## config.mk

```make
export PLATFORM = sky130hd
export DESIGN_NAME = reg_load_ctrl
export DESIGN_NICKNAME = d
export VERILOG_FILES = /design/src/rtl/reg_load_ctrl_pkg.sv /design/src/rtl/reg_load_ctrl_timer.sv /design/src/rtl/reg_load_ctrl.sv
export SDC_FILE = /design/constraint.sdc
export NUM_CORES = 1
export LEC_CHECK = 0
export ABC_AREA = 1
export CAP_MARGIN = 5
export CORE_ASPECT_RATIO = 0.9
export CORE_MARGIN = 2
export CORE_UTILIZATION = 44
export DETAILED_ROUTE_END_ITERATION = 12
export GPL_TIMING_DRIVEN = 1
export PLACE_DENSITY = 0.77
export RECOVER_POWER = 50
export SETUP_SLACK_MARGIN = 0.3
export SYNTH_ARGS = -nofsm -noshare
export SYNTH_HDL_FRONTEND = slang
export SYNTH_HIERARCHICAL = 1
export SYNTH_SLANG_ARGS = --single-unit
export TNS_END_PERCENT = 5
```

## constraint.sdc

```tcl
create_clock -name clk -period 1.6 [get_ports clk]
set_input_delay 0.48 -clock clk [delete_from_list [all_inputs] [get_ports clk]]
set_output_delay 0.48 -clock clk [all_outputs]
set_load 0.01 [all_outputs]
```

## src/rtl/reg_load_ctrl_pkg.sv

```systemverilog
// Shared types and defaults for the register-bank load controller.
package reg_load_ctrl_pkg;

  function automatic int cnt_w(input int n);
    return (n > 1) ? $clog2(n) : 1;
  endfunction

  typedef enum logic [2:0] {
    S_IDLE,
    S_REQ,
    S_LOAD,
    S_DONE,
    S_ERR
  } state_e;

  localparam int NREG_DEF    = 6;
  localparam int TIMEOUT_DEF = 15;
  localparam int IDX_W_DEF   = cnt_w(NREG_DEF);
  localparam int TMR_W_DEF   = cnt_w(TIMEOUT_DEF + 1);

endpackage

```

## src/rtl/reg_load_ctrl_timer.sv

```systemverilog
// Counts consecutive unacknowledged request cycles; expired flags the TIMEOUT-th one.
module wait_timer
  import reg_load_ctrl_pkg::*;
#(
  parameter int TIMEOUT = TIMEOUT_DEF
) (
  input  logic clk,
  input  logic reset,
  input  logic clr,
  input  logic inc,
  output logic expired
);

  localparam int CW = cnt_w(TIMEOUT + 1);

  logic [CW-1:0] r_cnt;

  always_ff @(posedge clk or negedge reset) begin
    if (!reset)      r_cnt <= '0;
    else if (clr)    r_cnt <= '0;
    else if (inc)    r_cnt <= r_cnt + CW'(1);
  end

  // Combinational so the FSM leaves REQ on the same edge that counts the last cycle.
  assign expired = inc && (r_cnt == CW'(TIMEOUT - 1));

endmodule

```

## src/rtl/reg_load_ctrl.sv

```systemverilog
// Walks a bus read over NREG byte registers and loads each into the bank one-hot.
module reg_load_ctrl
  import reg_load_ctrl_pkg::*;
#(
  parameter int          NREG      = NREG_DEF,
  parameter logic [7:0]  BASE_ADDR = 8'h00,
  parameter int          TIMEOUT   = TIMEOUT_DEF
) (
  input  logic            clk,
  input  logic            reset,
  input  logic            start,
  input  logic            clear_req,
  input  logic            rd_ack,
  input  logic [7:0]      data_in,
  output logic            rd_req,
  output logic [7:0]      addr,
  output logic [NREG-1:0] en,
  output logic [7:0]      data_out,
  output logic            clr,
  output logic            busy,
  output logic            done,
  output logic            err
);

  localparam int IDX_W = cnt_w(NREG);

  state_e            r_state;
  logic [IDX_W-1:0]  r_idx;
  logic [7:0]        r_cap;
  logic [7:0]        r_addr;
  logic              r_rd_req;
  logic [NREG-1:0]   r_en;
  logic              r_busy;
  logic              r_done;
  logic              r_clr;
  logic              r_err;

  logic              w_expired;
  logic              w_tmr_clr;
  logic              w_tmr_inc;
  logic [IDX_W-1:0]  w_idx_inc;
  logic [NREG-1:0]   w_onehot;

  assign w_idx_inc = r_idx + IDX_W'(1);
  assign w_onehot  = NREG'(1) << r_idx;
  assign w_tmr_clr = (r_state != S_REQ) | clear_req;
  assign w_tmr_inc = (r_state == S_REQ) & ~rd_ack;

  wait_timer #(.TIMEOUT(TIMEOUT)) u_timer (
    .clk     (clk),
    .reset   (reset),
    .clr     (w_tmr_clr),
    .inc     (w_tmr_inc),
    .expired (w_expired)
  );

  always_ff @(posedge clk or negedge reset) begin
    if (!reset) begin
      r_state  <= S_IDLE;
      r_idx    <= '0;
      r_cap    <= '0;
      r_addr   <= '0;
      r_rd_req <= 1'b0;
      r_en     <= '0;
      r_busy   <= 1'b0;
      r_done   <= 1'b0;
      r_clr    <= 1'b0;
      r_err    <= 1'b0;
    end else if (clear_req) begin
      // err is deliberately left alone: only an accepted start clears it.
      r_state  <= S_IDLE;
      r_idx    <= '0;
      r_rd_req <= 1'b0;
      r_en     <= '0;
      r_busy   <= 1'b0;
      r_done   <= 1'b0;
      r_clr    <= 1'b0;
    end else begin
      r_en   <= '0;
      r_done <= 1'b0;
      r_clr  <= 1'b0;
      case (r_state)
        S_IDLE: begin
          if (start) begin
            r_state  <= S_REQ;
            r_idx    <= '0;
            r_err    <= 1'b0;
            r_rd_req <= 1'b1;
            r_addr   <= BASE_ADDR;
            r_busy   <= 1'b1;
          end
        end
        S_REQ: begin
          if (rd_ack) begin
            r_state  <= S_LOAD;
            r_cap    <= data_in;
            r_rd_req <= 1'b0;
            r_en     <= w_onehot;
          end else if (w_expired) begin
            r_state  <= S_ERR;
            r_rd_req <= 1'b0;
            r_clr    <= 1'b1;
            r_err    <= 1'b1;
          end
        end
        S_LOAD: begin
          if (r_idx == IDX_W'(NREG - 1)) begin
            r_state <= S_DONE;
            r_done  <= 1'b1;
          end else begin
            r_state  <= S_REQ;
            r_idx    <= w_idx_inc;
            r_rd_req <= 1'b1;
            r_addr   <= BASE_ADDR + 8'(w_idx_inc);
          end
        end
        S_DONE, S_ERR: begin
          r_state <= S_IDLE;
          r_idx   <= '0;
          r_busy  <= 1'b0;
        end
        default: begin
          r_state <= S_IDLE;
          r_busy  <= 1'b0;
        end
      endcase
    end
  end

  // clear_req acts in its own cycle, so it masks the registered strobes directly.
  assign rd_req   = r_rd_req & ~clear_req;
  assign en       = clear_req ? '0 : r_en;
  assign clr      = r_clr | (clear_req & reset);
  assign addr     = r_addr;
  assign data_out = r_cap;
  assign busy     = r_busy;
  assign done     = r_done;
  assign err      = r_err;

endmodule

```

==> impl_metrics.json <==
{
  "cp_common_cell": "sky130_fd_sc_hd__nor2_4",
  "design.portCount": 40,
  "vias_per_cell": 4.62,
  "timing_max_transition_violations_final": 0,
  "synth_adder_area_share": 0.0548,
  "cts.clk_slew.worst_paths_ps": 60,
  "crit_arrival_ps": 1610,
  "unrepaired_setup_endpoints_after_global_routing": "yes",
  "synthArstFlopShare": 1.00,
  "power_density_over_the_cells_nw_per_um2": 994,
  "synth_area_leader_cell": "sky130_fd_sc_hd__dfrtp_1",
  "synth_top_family_by_area": "simple AND/OR/NAND/NOR gates",
  "critical_path.cell_chain": "nor2_4 > nand2_4 > nor2_4 > nand2_2 > nor2_4 > inv_2 > o21ai_2 > nand2_1 > o21ai_1 > o21ai_1",
  "cts_num_sinks": 32,
  "drc_errors": 0,
  "synthMostInstantiatedCell": "sky130_fd_sc_hd__nand2_1",
  "vdd_ir_drop_max_mv": 0.678,
  "worst-path-max-fanout": 3,
  "htree_levels": 2,
  "routed_wire_length_per_instance_um": 11.4,
  "tritoncts.num_buffers": 5,
  "post_synth_main_area_contributors": "sky130_fd_sc_hd__dfrtp_1 (50%), sky130_fd_sc_hd__nand2_1 (12%), sky130_fd_sc_hd__nor2_1 (6.1%), sky130_fd_sc_hd__inv_1 (5.6%), sky130_fd_sc_hd__ha_1 (5.5%)",
  "post_synth.cell_area_avg_um2": 8.24,
  "post-route-period-util": 0.898,
  "synth_flop_cell": "sky130_fd_sc_hd__dfrtp_1",
  "worstSetupStartpointType": "flop",
  "finalSetupViolations": 0,
  "die_area_um2": 4130,
  "postSynthRegisterBits": 32,
  "antenna_found_initial": 0,
  "num_antenna_cells": 0,
  "report.power.total_uw": 2200,
  "globalRoute.totalOverflow": 0,
  "synth_enable_flop_cells": 0,
  "synthesis.yosys.warnings": 6,
  "fmax_mhz": 696,
  "detailedRoute.firstPassIterationCount": 4,
  "wire_length_reported_by_the_detailed_router_um": 3410,
  "max_capacitance_violation_total": 0,
  "synth-simple-area-share": 0.291,
  "synth.cells.most_frequent": "sky130_fd_sc_hd__nand2_1 (52), sky130_fd_sc_hd__dfrtp_1 (32), sky130_fd_sc_hd__nor2_1 (26), sky130_fd_sc_hd__inv_1 (24), sky130_fd_sc_hd__nand3_1 (14)",
  "detailroute.via_count": 1376,
  "p_leak_uw": 0.00115,
  "endpoint_kind": "flop",
  "worst_path_max_delay_cell": "sky130_fd_sc_hd__dfrtp_1",
  "post_synth_mux_area_share": 0,
  "timing.max_slew.rel_slack": 0.487,
  "die_height_um": 61.2,
  "clk_path_buf_depth": 2,
  "yosysTopAreaCellShare": 0.501,
  "clk_root_buffer_cell": "sky130_fd_sc_hd__clkbuf_8",
  "transition_time_of_the_tightest_slew_check_pin_ps": 770,
  "portBuffers": 34,
  "period_minus_slack_ps": 1440,
  "design.final.nets": 273,
  "pin_count_of_the_biggest_net_entering_global_routing": 33,
  "global_route_wire_length_before_repair_um": 5510,
  "post_synth_xor_area_fraction": 0,
  "die_width_um": 67.5,
  "finClkSkew_ps": 4.56,
  "crit_buf_inv": 1,
  "synthesis.instances": 194,
  "gp_routability_congestion": 0.827,
  "synth_sequential_area_ratio": 0.501,
  "reg2regPathDepth": 10,
  "holdCritPathClass": "in -> async",
  "post_layout_nonfiller_instances": 298,
  "setup_total_negative_slack_ps": 0,
  "synth_compound_area_frac": 0.0509,
  "area_grow_syn2layout_pct": 38.8,
  "fp-row-count": 20,
  "worst_skew_pair.late_latency_ps": 280,
  "setup.worst_path.class": "reg -> reg",
  "post-place-cells": 283,
  "max_stage_delay_ps": 400,
  "vias_in_the_first_global_route": 1241,
  "yosys.cell_types.count": 23,
  "worst_path_depth": 10,
  "worst_ep_required_time_ps": 1770,
  "dr.first_iter.drc_count": 65,
  "cts_tree": "done",
  "grtUsageTotal": 0.182,
  "drive_above_1_share": 0.256,
  "finalHoldViolCount": 0,
  "initial_utilization": 0.466,
  "timing.critical_path.max_delay_family": "simple AND/OR/NAND/NOR gates",
  "final_antenna_net_count": 0,
  "netlist_area_um2": 1600,
  "outcome": "finished, final reports clean",
  "hpwlAfterDp_um": 2390,
  "floorplan.core_area_um2": 3430
}
registers in the layout, indices dropped and copies added (netlist names):
| name | flops |
|---|---|
| busy | 1 |
| r_state | 3 |
| data_out | 8 |
| r_clr | 1 |
| r_en | 6 |
| r_idx | 3 |
| done | 1 |
| u_timer/r_cnt | 4 |
| addr | 3 |
| r_rd_req | 1 |
| err | 1 |
stage by stage:
step                hold slack, ps  setup slack, ps  area [µm²]   util
floorplan                      184             68.6        1630      -
global placement               458             -691        2090  0.609
detailed placement             459             -700        2090  0.609
CTS                            255              172        2170  0.633
global route                   503             33.8        2220  0.647
finish                         419              162        2220  0.647
cell usage in the layout (no fill, tap or decap), types with 8 or more instances in the layout:
cell,instances
sky130_fd_sc_hd__nand2_1,50
sky130_fd_sc_hd__inv_1,19
sky130_fd_sc_hd__dfrtp_1,29
sky130_fd_sc_hd__clkdlybuf4s50_1,9
sky130_fd_sc_hd__nor2_1,23
sky130_fd_sc_hd__buf_2,8
sky130_fd_sc_hd__buf_4,19
sky130_fd_sc_hd__inv_2,8
sky130_fd_sc_hd__nand3_1,14
sky130_fd_sc_hd__dlygate4sd2_1,8
report_power, final:
group          switching (µW)  total, µW  internal [µW]
logic                     321        600            279
registers                64.8        983            918
clock network             272        622            350
total                     658       2200           1550
per-layer routing:
metal | part of all wire | wire length [µm] | global-route usage
met1 | 0.45 | 1530 | 0.236
met2 | 0.49 | 1670 | 0.296
met3 | 0.057 | 194 | 0.0622
met4 | 0.0041 | 14 | 0.0437
met5 | 0 | 0 | 0
worst paths after layout:
| path | endpoint | slack [ps] | from |
|---|---|---|---|
| max | err$_DFFE_PN0P_ | 160 | r_state[2]$_DFFE_PN0P_ |
| min | u_timer/r_cnt[2]$_DFFE_PN0P_ | 420 | reset |
| max reg2reg | err$_DFFE_PN0P_ | 160 | r_state[2]$_DFFE_PN0P_ |
| min reg2reg | data_out[1]$_DFFE_PN0P_ | 460 | data_out[1]$_DFFE_PN0P_ |
| max in group asynchronous | r_idx[0]$_DFFE_PN0P_ | 640 | reset |
| min in group clk | data_out[1]$_DFFE_PN0P_ | 460 | data_out[1]$_DFFE_PN0P_ |
repair_timing:
action,in CTS,in global routing
buffers inserted,3,4
pin swaps,13,7
setup endpoints to repair,54,53
hold buffers,0,0
gates resized for setup,74,19
logic make-up (layout without fill, tap and decap cells):
logic type,after synthesis,after routing
simple gates,104,104
buf+inv,35,91
flops,32,32
compound gates,15,15
fa+ha+maj,7,7
other cells,1,5
layout make-up:
type,instances,area [µm²]
Inverter,27,101
Multi-Input combinational cell,131,699
Sequential cell,32,805
Clock buffer,8,90.1
Tap cell,44,55.1
Fill cell,286,1210
Timing Repair Buffer,56,468
worst register-to-register path, cell delays in order, from the launching register on:
cell                      delay (ps)
sky130_fd_sc_hd__dfrtp_1         400
sky130_fd_sc_hd__nor2_4          140
sky130_fd_sc_hd__nand2_4          80
sky130_fd_sc_hd__nor2_4          120
sky130_fd_sc_hd__nand2_2          70
sky130_fd_sc_hd__nor2_4          120
sky130_fd_sc_hd__inv_2            50
sky130_fd_sc_hd__o21ai_2         120
sky130_fd_sc_hd__nand2_1          60
sky130_fd_sc_hd__o21ai_1         120
sky130_fd_sc_hd__o21ai_1          70
(Power assumes the default switching activity.)
